`config.mk`:
```
export PLATFORM = sky130hd
export DESIGN_NAME = priority_encoder_83_flat
export DESIGN_NICKNAME = d
export VERILOG_FILES = /design/src/rtl/priority_encoder_83_if.sv /design/src/rtl/priority_encoder_83.sv /design/src/flat_wrapper.sv
export SDC_FILE = /design/constraint.sdc
export NUM_CORES = 1
export LEC_CHECK = 0
export CAP_MARGIN = 15
export CORE_UTILIZATION = 30
export DETAILED_ROUTE_END_ITERATION = 12
export GPL_TIMING_DRIVEN = 1
export PLACE_DENSITY_LB_ADDON = 0.12
export SYNTH_ARGS = -nofsm -noshare
export SYNTH_HDL_FRONTEND = slang
export SYNTH_SLANG_ARGS = --single-unit
```
`constraint.sdc`:
```
create_clock -name clk -period 5.3 [get_ports clk]
set_input_delay 0.795 -clock clk [delete_from_list [all_inputs] [get_ports clk]]
set_output_delay 0.795 -clock clk [all_outputs]
set_load 0.01 [all_outputs]
```
`src/rtl/priority_encoder_83_if.sv`:
```
// Request/grant bundle for the 8-to-3 priority encoder.
// The master side (producer of requests, consumer of codes) drives the
// enable, the active-low request lines and ready. The slave side (the
// encoder) returns the code, the handshake and the status flags.
interface priority_encoder_83_if;
    logic E;
    logic I0n;
    logic I1n;
    logic I2n;
    logic I3n;
    logic I4n;
    logic I5n;
    logic I6n;
    logic I7n;
    logic ready;
    logic A0;
    logic A1;
    logic A2;
    logic valid;
    logic GSn;
    logic EOn;
    logic ovf;

    modport master (
        output E, I0n, I1n, I2n, I3n, I4n, I5n, I6n, I7n, ready,
        input  A0, A1, A2, valid, GSn, EOn, ovf
    );

    modport slave (
        input  E, I0n, I1n, I2n, I3n, I4n, I5n, I6n, I7n, ready,
        output A0, A1, A2, valid, GSn, EOn, ovf
    );
endinterface

```
`src/rtl/priority_encoder_83.sv`:
```
// Edge-triggered 8-to-3 priority encoder with a valid/ready output.
// Falling edges on the active-low request lines latch into a pending set;
// the highest pending channel is issued as a registered 3-bit code and held
// until accepted, after which the next code (if any) follows on the same edge.
module priority_encoder_83 (
    input  logic                  clk,
    input  logic                  rst_n,
    priority_encoder_83_if.slave  bus
);

    logic [7:0] req_lines;
    logic [7:0] prev;
    logic [7:0] pending;
    logic [7:0] edges;
    logic [7:0] set_bits;
    logic [7:0] clr_bits;
    logic [7:0] remaining;
    logic [2:0] code;
    logic       code_valid;
    logic       ovf_pulse;
    logic       primed;
    logic       accept;
    logic       load;

    // Index of the highest set bit; zero when nothing is set.
    function automatic logic [2:0] highest(input logic [7:0] v);
        logic [2:0] idx;
        idx = 3'd0;
        for (int i = 0; i < 8; i++) begin
            if (v[i]) idx = i[2:0];
        end
        return idx;
    endfunction

    assign req_lines = {bus.I7n, bus.I6n, bus.I5n, bus.I4n,
                        bus.I3n, bus.I2n, bus.I1n, bus.I0n};

    // A request is a high-to-low transition between two real samples. The
    // primed flag keeps the reset value of prev from turning a line that was
    // already low at reset release into a request.
    assign edges     = primed ? (prev & ~req_lines) : 8'h00;
    assign set_bits  = bus.E ? edges : 8'h00;
    assign accept    = code_valid && bus.ready;
    assign clr_bits  = accept ? (8'b1 << code) : 8'h00;
    // Pending channels still waiting after this edge's accept; same-edge new
    // requests are deliberately excluded so a fresh request waits one cycle.
    assign remaining = pending & ~clr_bits;
    assign load      = (!code_valid || accept) && bus.E && (remaining != 8'h00);

    // Request capture, pending bookkeeping and code issue.
    always_ff @(posedge clk or negedge rst_n) begin
        if (!rst_n) begin
            prev       <= 8'hFF;
            primed     <= 1'b0;
            pending    <= 8'h00;
            code       <= 3'd0;
            code_valid <= 1'b0;
            ovf_pulse  <= 1'b0;
        end else begin
            prev      <= req_lines;
            primed    <= 1'b1;
            // Set wins over a same-edge clear on the same channel.
            pending   <= remaining | set_bits;
            // A new request on a channel that stays pending merges and flags ovf.
            ovf_pulse <= |(set_bits & remaining);
            if (load) begin
                code       <= highest(remaining);
                code_valid <= 1'b1;
            end else if (accept) begin
                code_valid <= 1'b0;
            end
        end
    end

    assign bus.A0    = code[0];
    assign bus.A1    = code[1];
    assign bus.A2    = code[2];
    assign bus.valid = code_valid;
    assign bus.GSn   = ~code_valid;
    assign bus.EOn   = ~(bus.E && (pending == 8'h00) && !code_valid);
    assign bus.ovf   = ovf_pulse;

endmodule

```
`src/flat_wrapper.sv`:
```
// flat-port wrapper written by rule: the top's interface ports become plain ports
module priority_encoder_83_flat 
  (clk, rst_n, bus_E, bus_I0n, bus_I1n, bus_I2n, bus_I3n, bus_I4n, bus_I5n, bus_I6n, bus_I7n, bus_ready, bus_A0, bus_A1, bus_A2, bus_valid, bus_GSn, bus_EOn, bus_ovf);
  priority_encoder_83_if bus_i ();
  input  logic clk;
  input  logic rst_n;
  input wire logic [$bits(bus_i.E)-1:0] bus_E;
  input wire logic [$bits(bus_i.I0n)-1:0] bus_I0n;
  input wire logic [$bits(bus_i.I1n)-1:0] bus_I1n;
  input wire logic [$bits(bus_i.I2n)-1:0] bus_I2n;
  input wire logic [$bits(bus_i.I3n)-1:0] bus_I3n;
  input wire logic [$bits(bus_i.I4n)-1:0] bus_I4n;
  input wire logic [$bits(bus_i.I5n)-1:0] bus_I5n;
  input wire logic [$bits(bus_i.I6n)-1:0] bus_I6n;
  input wire logic [$bits(bus_i.I7n)-1:0] bus_I7n;
  input wire logic [$bits(bus_i.ready)-1:0] bus_ready;
  output wire logic [$bits(bus_i.A0)-1:0] bus_A0;
  output wire logic [$bits(bus_i.A1)-1:0] bus_A1;
  output wire logic [$bits(bus_i.A2)-1:0] bus_A2;
  output wire logic [$bits(bus_i.valid)-1:0] bus_valid;
  output wire logic [$bits(bus_i.GSn)-1:0] bus_GSn;
  output wire logic [$bits(bus_i.EOn)-1:0] bus_EOn;
  output wire logic [$bits(bus_i.ovf)-1:0] bus_ovf;
  assign bus_i.E = bus_E;
  assign bus_i.I0n = bus_I0n;
  assign bus_i.I1n = bus_I1n;
  assign bus_i.I2n = bus_I2n;
  assign bus_i.I3n = bus_I3n;
  assign bus_i.I4n = bus_I4n;
  assign bus_i.I5n = bus_I5n;
  assign bus_i.I6n = bus_I6n;
  assign bus_i.I7n = bus_I7n;
  assign bus_i.ready = bus_ready;
  assign bus_A0 = bus_i.A0;
  assign bus_A1 = bus_i.A1;
  assign bus_A2 = bus_i.A2;
  assign bus_valid = bus_i.valid;
  assign bus_GSn = bus_i.GSn;
  assign bus_EOn = bus_i.EOn;
  assign bus_ovf = bus_i.ovf;
  priority_encoder_83 u_core (.clk(clk), .rst_n(rst_n), .bus(bus_i));
endmodule
```
==> metrics.yaml <==
outcome: "finished clean"
setup-violations-final: 0
wl_met2_um: 933
slew_viol_final: 0
endpoint_kind: "primary output"
critPathRequiredTime_ns: 4.51
numCtsBuffers: 3
powerDensity_nw_per_um2: 471
r2r_slack_ns: 3.32
r2r-start: "u_core.code[2]$_DFFE_PN0P_"
finClkSkew_ns: 0.00131
highest_layer: "met4"
cts_root_buffer: "clkbuf_4"
vdd_drop_max_uv: 216
seqCellArea_um2: 561
min_period_ns: 2.99
gr-total-overflow: 0
h-tree-depth: 1
synth_area_um2: 983
drive_above_1_share_pct: 21.9
num_antenna_cells: 0
rsz0062_at_grt: "no"
maxSlewHeadroom_pct: 36.8
synth_warnings: 0
die_area_um2: 3510
holdPathStages: 2
worst-slew-pin-transition_ns: 0.945
synth_area_leaders: "dfrtp_1 (36%), dfstp_2 (21%), nand2b_1 (7.0%)"
postCtsSetupRepairBufs: 0
worstPathMaxFanout: 4
die_w_um: 59.3
grt_pass1_wl_um: 3170
rows: 20
crit_arrival_ns: 2.20
area_delta_synth_final_pct: 29.3
wl_met1_um: 840
clock_path_buffers: 2
coreArea_um2: 3080
synthCells: 83
setup.worst_path.start_class: "input pin"
finalNonFillerCells: 149
cts_resized: 0
holdCritPathClass: "reg2reg"
insertion_delay_ns: 0.31
synth_largest_area_cell: "dfrtp_1"
hold_buffers: 0
drtIter0Drc: 18
wl_per_cell_um: 12.5
met3WireLength_um: 67
maxCapViolCount: 0
die_h_um: 59.3
firstDrtPassIters: 4
syn_area_per_cell_um2: 11.8
tns_ns: 0
wirelength_um: 1860
fmax_mhz: 334
fin_crit_sh_pct: 56.5
synthArstFlopShare_pct: 100
nets: 118
r2r_cells: 5
synth_cell_type_count: 26
multiInputGateArea_um2: 408
vias_per_cell: 4.76
final.fill_count: 316
dp_hpwl_um: 1440
worst_hold_path.endpoint: "u_core.pending[4]$_DFF_PN0_"
gr-usage-all-layers_pct: 12.4
synth_top_area_share_pct: 35.6
grt_pass1_vias: 706
start_util_pct: 32.0
num_io_pins: 19
antenna_found_initial: 0
io_buffer_count: 18
place_congestion: 0.806
p_leak_nw: 0.502
grt_max_degree: 23
synth_ff_type: "dfrtp_1"
yosysMostFrequentCell: "dfrtp_1"
cts_tree: "done"
criticalPathCategory: "in2out"
synth_edf_count: 0
hold_viol: 0
vias: 709
cts_num_sinks: 22
cts.clk_slew.worst_paths_ns: 0.13
drc: 0
synthTopCellsByCount: "dfrtp_1 (14), nand2b_1 (11), dfstp_2 (8)"
ant_nets: 0
r2r-end: "u_core.code[2]$_DFFE_PN0P_"
synth_nets: 95
synth_seq_cells: 22
hold_start: "u_core.prev[4]$_DFF_PN1_"
place_inst: 145
ys_seq_area_share_pct: 57.0
-- flip-flops by register name, indices dropped and copies added, names as in the netlist --
register and count:
u_core.prev 8, u_core.bus.ovf 1, u_core.code 3, u_core.primed 1
u_core.pending 8, u_core.bus.valid 1
-- routing by layer --
metal,global-route usage (%),vias up
met5,0,-
met4,3.06,0
met3,4.59,2
met2,20.5,12
met1,15.3,347
li1,-,348
-- cell usage in the layout (no fill, tap or decap), types with 2 or more instances in the layout --
master / n
nand2_1: 5
nor4_1: 2
dfstp_2: 8
nand4_2: 2
dfrtp_1: 14
clkbuf_4: 3
nor2_1: 2
o21ai_2: 4
nand2b_1: 11
mux2i_1: 2
o21ai_1: 6
inv_1: 4
clkdlybuf4s50_1: 18
o22ai_1: 4
a31oi_1: 2
o21ai_0: 5
-- worst max path at each step --
stage	end	from	slack, ns
5_1_grt	bus_EOn	bus_E	2.23
3_5_place_dp	bus_EOn	bus_E	2.28
4_1_cts	bus_EOn	bus_E	2.28
3_3_place_gp	bus_EOn	bus_E	2.30
2_1_floorplan	u_core.code[2]$_DFFE_PN0P_	bus_ready	3.23
6_report	bus_EOn	bus_E	2.31
-- power by group --
group	switching (mW)	internal, mW
Sequential	0.0482	0.215
Combinational	0.112	0.0925
Clock	0.0543	0.0764
-- through the flow --
| step | utilization (%) | cell area [um2] | setup WS [ns] | total power, mW | hold WS (ns) |
|---|---|---|---|---|---|
| final | 41.3 | 1270 | 2.31 | 0.598 | 0.543 |
| after global routing | 41.3 | 1270 | 2.23 | 0.641 | 0.576 |
| after CTS | 41.3 | 1270 | 2.28 | 0.604 | 0.547 |
| after detailed placement | 39.6 | 1220 | 2.28 | 0.473 | 0.529 |
| after global placement | 39.6 | 1220 | 2.30 | 0.469 | 0.527 |
| after floorplan | - | 983 | 3.23 | 0.396 | 0.499 |
-- kinds of logic (layout without fill, tap and decap cells) --
group | Yosys count | after routing | share of synthesized area (%)
AO/OA/AOI/OAI | 26 | 26 | 20.1
buffers and inverters | 4 | 26 | 1.53
flip-flops | 22 | 22 | 57.0
multiplexers | 3 | 3 | 3.56
other | 1 | 1 | 0.381
AND/OR/NAND/NOR | 27 | 27 | 17.4
-- critical path, cell delays in order --
cell	delay [ns]
clkdlybuf4s50_1	0.57
nor4b_1	0.24
nand3_1	0.10
clkdlybuf4s50_1	0.49
-- final cells by class --
cell class	count	share of cell area, %
multi-input combinational	57	32.1
tap	44	4.33
timing repair buffer	18	14.2
sequential	22	44.1
inverter	4	1.18
clock inverter	1	2.36
clock buffer	3	1.77
Power figures use the tool's default switching activity.
